===== config.mk =====
export PLATFORM = sky130hd
export DESIGN_NAME = frame_buffer_swap_ctrl
export DESIGN_NICKNAME = d
export VERILOG_FILES = /design/src/rtl/fb_pkg.sv /design/src/rtl/frame_buffer_swap_ctrl.sv
export SDC_FILE = /design/constraint.sdc
export NUM_CORES = 1
export LEC_CHECK = 0
export ABC_AREA = 1
export BUFFER_PORTS_ARGS = -buffer_cell sky130_fd_sc_hd__buf_2
export CORE_UTILIZATION = 51
export DETAILED_ROUTE_END_ITERATION = 12
export HOLD_SLACK_MARGIN = 0.02
export PLACE_DENSITY = 0.87
export SYNTH_ARGS = -nofsm -noshare
export SYNTH_HDL_FRONTEND = slang
export SYNTH_SLANG_ARGS = --single-unit

===== constraint.sdc =====
create_clock -name clk_clk -period 2 [get_ports clk_clk]
set_input_delay 0.2 -clock clk_clk [delete_from_list [all_inputs] [get_ports clk_clk]]
set_output_delay 0.2 -clock clk_clk [all_outputs]
set_load 0.1 [all_outputs]

===== src/rtl/fb_pkg.sv =====
// rtl/fb_pkg.sv - shared state encoding and default geometry for the frame buffer swap controller
package fb_pkg;

  typedef enum logic [1:0] {
    DRAW    = 2'd0,
    WAIT_VS = 2'd1,
    CLEAR   = 2'd2,
    ACK     = 2'd3
  } fb_state_e;

  localparam int          FB_DEPTH     = 76800;
  localparam int          FB_ADDR_W    = 17;
  localparam logic [31:0] FB_CLEAR_VAL = 32'h0000_0000;

endpackage


===== src/rtl/frame_buffer_swap_ctrl.sv =====
// rtl/frame_buffer_swap_ctrl.sv - double-buffered frame RAM write steering with vsync-timed bank swap and clear
module frame_buffer_swap_ctrl
  import fb_pkg::*;
#(
  parameter int              DEPTH     = FB_DEPTH,
  parameter int              ADDR_W    = FB_ADDR_W,
  parameter int              DATA_W    = 32,
  parameter bit              CLEAR_EN  = 1'b1,
  parameter logic [DATA_W-1:0] CLEAR_VAL = DATA_W'(FB_CLEAR_VAL)
) (
  input  logic              clk_clk,
  input  logic              reset_reset_n,
  input  logic              bb_we,
  input  logic [31:0]       din,
  input  logic [31:0]       waddr,
  input  logic              done,
  input  logic              vsync,
  output logic              swap,
  output logic              mem_we,
  output logic [ADDR_W:0]   mem_waddr,
  output logic [DATA_W-1:0] mem_wdata,
  output logic              front_sel,
  output logic              err,
  output logic [15:0]       frame_cnt
);

  localparam logic [ADDR_W-1:0] CLR_LAST = ADDR_W'(DEPTH - 1);

  fb_state_e         state;
  logic              vs_q;
  logic [ADDR_W-1:0] clr_cnt;
  logic              addr_ok;
  logic              vs_rise;

  assign addr_ok = (waddr < 32'(DEPTH));
  assign vs_rise = vsync & ~vs_q;

  always_ff @(posedge clk_clk or negedge reset_reset_n) begin
    if (!reset_reset_n) begin
      state     <= DRAW;
      vs_q      <= 1'b0;
      clr_cnt   <= '0;
      swap      <= 1'b0;
      mem_we    <= 1'b0;
      mem_waddr <= '0;
      mem_wdata <= '0;
      front_sel <= 1'b0;
      err       <= 1'b0;
      frame_cnt <= '0;
    end else begin
      vs_q   <= vsync;
      mem_we <= 1'b0;

      // Writes are only accepted while drawing and in range; anything else is lost.
      if (bb_we && ((state != DRAW) || !addr_ok))
        err <= 1'b1;

      case (state)
        DRAW: begin
          if (bb_we && addr_ok) begin
            mem_we    <= 1'b1;
            mem_waddr <= {~front_sel, waddr[ADDR_W-1:0]};
            mem_wdata <= din[DATA_W-1:0];
          end
          if (done)
            state <= WAIT_VS;
        end

        WAIT_VS: begin
          if (vs_rise) begin
            front_sel <= ~front_sel;
            frame_cnt <= frame_cnt + 16'd1;
            clr_cnt   <= '0;
            state     <= CLEAR_EN ? CLEAR : ACK;
          end
        end

        // front_sel has already flipped, so ~front_sel is the bank just retired from display.
        CLEAR: begin
          mem_we    <= 1'b1;
          mem_waddr <= {~front_sel, clr_cnt};
          mem_wdata <= CLEAR_VAL;
          clr_cnt   <= clr_cnt + 1'b1;
          if (clr_cnt == CLR_LAST)
            state <= ACK;
        end

        ACK: begin
          if (!swap) begin
            swap <= 1'b1;
          end else if (!done) begin
            swap  <= 1'b0;
            state <= DRAW;
          end
        end

        default: state <= DRAW;
      endcase
    end
  end

endmodule


### Word-level counts from Yosys, hierarchy flattened

Cells that the tools add are included.

| cells by class | value |
|---|---|
| magnitude comparators | 1 |
| reduce and logical (&&, ||, !) cells | 12 |
| multiply operators | 0 |
| div/mod/pow operators | 0 |
| eq/ne operators | 10 |
| bitwise gates (word level) | 3 |
| add/subtract/negate cells | 2 |
| mux-type cells | 16 |
| shifts and indexed selects | 0 |

Operators by type and width:

| operator | number |
|---|---|
| case mux 32 bit (2 select lines) | 1 |
| case mux 18 bit (2 select lines) | 1 |
| case mux 17 bit (2 select lines) | 1 |
| less-than comparator 32 x 17 -> 1 bit, second input constant | 1 |
| two-way mux 32 bit | 1 |
| two-way mux 18 bit | 1 |
| adder 17 x 1 -> 17 bit, second input constant | 1 |
| == test 17 bit, second input constant | 1 |
| two-way mux 17 bit | 1 |
| adder 16 x 1 -> 16 bit, second input constant | 1 |
| inequality test 2 bit, second input constant | 6 |
| two-way mux 2 bit | 5 |
| case mux 2 bit (4 select lines) | 1 |
| AND reduction 2 bit | 3 |
| nonzero test 2 bit | 3 |
| AND reduction 5 bit | 1 |
| == test 2 bit, second input constant | 2 |
| two-way mux 1 bit | 3 |
| == test 2 x 1 -> 1 bit, second input constant | 1 |
| logical AND 1 bit | 2 |
| zero test 2 bit | 1 |
| inverter 1 bit | 2 |
| case mux 1 bit (2 select lines) | 1 |
| bitwise AND 1 bit | 1 |
| other kinds (2) | 2 |

| word-level totals | value |
|---|---|
| memory bits (writable) | 0 |
| ROM bits | 0 |
| register bits after elaboration | 90 |
| bits in latches | 0 |
| bits of input ports | 69 |
| output and inout bits | 70 |
| memories kept | 0 |

### Longest topological paths before layout

| logic depth | value |
|---|---|
| depth in word-level cells | 4 |
| mapped depth | 11 |
| depth with buffers taken out | 10 |

### Least setup slack after synthesis

OpenSTA, ideal clock, no wires.

| path | value |
|---|---|
| path type | reg-to-reg |
| from | register frame_cnt[0] |
| to | register frame_cnt[14] |
| period minus slack after synthesis | 2.076 ns |
| arrival | 1.955 ns |
| cell stages (with the launch flop) | 7 |
| setup slack | -0.076 ns |
| buffers on the path | 0 |
| library setup time | 0.121 ns |
| data required time | 1.879 ns |
| path through | dfrtp_1 > ha_1 > nand3_1 > nor3_1 > nand3_1 > xor2_1 > inv_1 |

| between the ends | value |
|---|---|
| longest elaborated chain between the ends | 1 |

RTL lines:

| what | line | RTL |
|---|---|---|
| from (decl) | frame_buffer_swap_ctrl.sv:24 | `output logic [15:0] frame_cnt` |
| from (signal assigned) | frame_buffer_swap_ctrl.sv:72 | `frame_cnt <= frame_cnt + 16'd1;` |
| adder 16 x 1 -> 16 bit | frame_buffer_swap_ctrl.sv:72 |  |

No other way between the ends.
A chain may end at the register's enable or synchronous reset.

### Final worst setup path

| path | value |
|---|---|
| from | register state[0] |
| to | register mem_waddr[13] |

| between the ends | value |
|---|---|
| longest elaborated chain between the ends | 3 |

RTL lines:

| what | line | RTL |
|---|---|---|
| from (decl) | frame_buffer_swap_ctrl.sv:29 | `fb_state_e state;` |
| from (signal assigned) | frame_buffer_swap_ctrl.sv:74 | `state <= CLEAR_EN ? CLEAR : ACK;` |
| == test 2 bit or zero test 2 bit (tied branches) | frame_buffer_swap_ctrl.sv:58 | `case (state)` |
| nonzero test 2 bit (no source line) or inequality test 2 bit (tied branches) | -- |  |
| AND reduction 2 bit (no source line) | -- |  |
| to (signal assigned) | frame_buffer_swap_ctrl.sv:62 | `mem_waddr <= {~front_sel, waddr[ADDR_W-1:0]};` |
| to (signal assigned) | frame_buffer_swap_ctrl.sv:81 | `mem_waddr <= {~front_sel, clr_cnt};` |
| to (decl) | frame_buffer_swap_ctrl.sv:20 | `output logic [ADDR_W:0] mem_waddr,` |

Several ways; a longest one is shown, not always the timed one.

==> results.toml <==
[power]
powerDensity_mw_per_mm2 = 1277
ir_drop_v = 0.001619
leakage_uw = 0.003247

[clock_tree]
clock_latency_ns = 0.36
numCtsBuffers = 9
cts_tree = "done"
cts.sinks = 90
clockBufferDepth = 2
cts.clk_slew.worst_paths_ns = 0.10
htreeDepth = 3
cts_resized = 0
clockRootBuffer = "clkbuf_8"

[critical_path]
path_cells = "inv_1 -> ha_1 -> buf_4 -> nand2_2 -> buf_4 -> nand3_1 -> nand2_1"
worst_ep_arrival_time_ns = 2.04
cpMostUsedCell = "buf_4"
worst-path-max-fanout = 17
path_delay_family = "buffers and inverters"
cp.required_ns = 2.30
start_kind = "register"
cp-end-kind = "register"
path_class = "register to register"
rrSetupSlack_ns = 0.26
max_stage_delay_ns = 0.41
cp_slowest_cell = "dfrtp_1"
worst-path-buf-inv = 3

[yosys]
syn_area_per_cell_sq_um = 7.729
seq_area_frac_synth_pct = 48.73
synth_top_area_share_pct = 48.73
synth_area_leaders = "dfrtp_1, nand2_1, nand3_1, nand4_1, nor2_1"
ys_types = 30
yosysWarnings = 0
yosys_register_bits = 90
syn_area_sq_mm = 0.004622
synthesis.nets = 673
synth.largest_area_cell = "dfrtp_1"
syn_inst = 598

[timing]
maxSlewViolCount = 0
finalClockSkew_ns = 0.009361
rsz0062_at_grt = "false"
max_freq_mhz = 574.8
setup_viol = 0
final.setup.tns_ns = 0
hold_ws_ns = 0.07414
tightestPinTransition_ns = 0.5203
period_share_pct = 86.99
slew_headroom_pct = 65.55
hold_viol = 0
period_minus_slack_ns = 1.740

[flow_run]
cap_violations = 0

[die]
die_w_um = 97.20
core_area_sq_mm = 0.008763
dieArea_sq_mm = 0.009447
ioPinCount = 139
start_util_pct = 52.74
die_h_um = 97.20
rows = 34

[layout]
fillCellCount = 764
design_area_sq_mm = 0.005660
final_nets = 811
final_common_cell = "nand2_1"
most-common-layout-cells = "nand2_1, buf_2, dfrtp_1"
drive_gt1_share_pct = 24.56
area_delta_synth_final_pct = 22.47
diodes = 0

[routing]
drt-total-wl_um = 11950
via_count = 4569
drtPass1Iterations = 5
drc = 0
drt_iter0_markers = 237
wire_per_inst_um = 14.08
antenna_left = 0
vias_per_cell = 5.382

[hold_path]
min_path_type = "input pin to register"

[place]
placed_cell_area_sq_mm = 0.005441
routabilityCongestion = 0.8739
dp_hpwl_um = 8939
port_buffers = 138

[global_routing]
grt_pass1_wl_um = 20080
grt_max_degree = 39
gr-total-overflow = 0
grt_pass1_vias = 4360
antenna_found_initial = 0
grt_util_all_layers_pct = 26.08

[run_status]
status = "finished clean"
[metal layers]
metal  global-route usage (%)  share of wire, %
met1                    32.87                42
met2                    44.69                49
met3                    3.237               6.5
met4                    12.17               2.5
met5                        0                 0
[flip-flops by register name, summed over array words and instances, names as in the netlist]
| signal | count |
|---|---|
| front_sel | 1 |
| mem_wdata | 32 |
| mem_waddr | 18 |
| swap | 1 |
| vs_q | 1 |
| mem_we | 1 |
| err | 1 |
| frame_cnt | 16 |
| state | 2 |
| clr_cnt | 17 |
[worst paths after layout]
path,from,depth (start not counted),to
worst min register to register,err$_DFFE_PN0P_,1,err$_DFFE_PN0P_
min in group asynchronous,reset_reset_n,2,mem_wdata[29]$_DFFE_PN0P_
worst max register to register,state[0]$_DFFE_PN0P_,7,mem_waddr[13]$_DFFE_PN0P_
max in group asynchronous,reset_reset_n,3,mem_wdata[18]$_DFFE_PN0P_
worst max-delay path,state[0]$_DFFE_PN0P_,7,mem_waddr[13]$_DFFE_PN0P_
worst min-delay path,din[9],3,mem_wdata[9]$_DFFE_PN0P_
[cells in the mapped netlist (all sizes together)]
cell / n
and3: 2
nand3: 70
xor2: 7
a21oi: 12
a31oi: 1
nand3b: 1
buf: 21
dfrtp: 90
nand2: 194
nor2: 59
o21bai: 2
xnor2: 4
inv: 51
nor3: 7
nand4: 42
o21a: 2
ha: 6
clkbuf: 8
o21ai: 19
[where the power goes]
part           switching, uW  internal (uW)
Sequential               262           2150
Clock                    680            587
Combinational           2860            692
Total                   3800           3430
[cell families after synthesis]
logic type	Yosys count	share of synthesized area [%]
simple gates	375	35.81
flops	90	48.73
buf+inv	80	7.526
compound gates	36	4.223
xor+xnor	11	2.084
fa+ha+maj	6	1.624
[area by class of cell]
class	instances	area, sq um	share of cell area (%)
Sequential cell	90	2255	39.83
Timing Repair Buffer	156	858.3	15.16
Clock inverter	7	75.07	1.326
Multi-Input combinational cell	428	2022	35.72
Clock buffer	9	123.9	2.188
Tap cell	108	135.1	2.387
Inverter	51	191.4	3.382
[what timing repair did]
action / CTS / global route
hold buffers: 2 / 0
endpoints found under the hold margin: 35 / 0
setup buffers: 0 / 0
[tightest hold or removal path: cells and delay by family]
family | cells | cell delay [ns]
buffers and inverters | 1 | 0.09
AND/OR/NAND/NOR | 2 | 0.11
[stage by stage]
stage	worst slack [ns]	util (%)	power, uW	cells
floorplan	0.02102	-	5188	598
global placement	0.3184	62.09	5896	831
detailed placement	0.2867	62.09	5990	831
CTS	0.2577	64.59	7269	849
global route	0.05263	64.59	7595	849
finish	0.2602	64.59	7231	849
No activity file was read; power rests on OpenSTA's default activity.
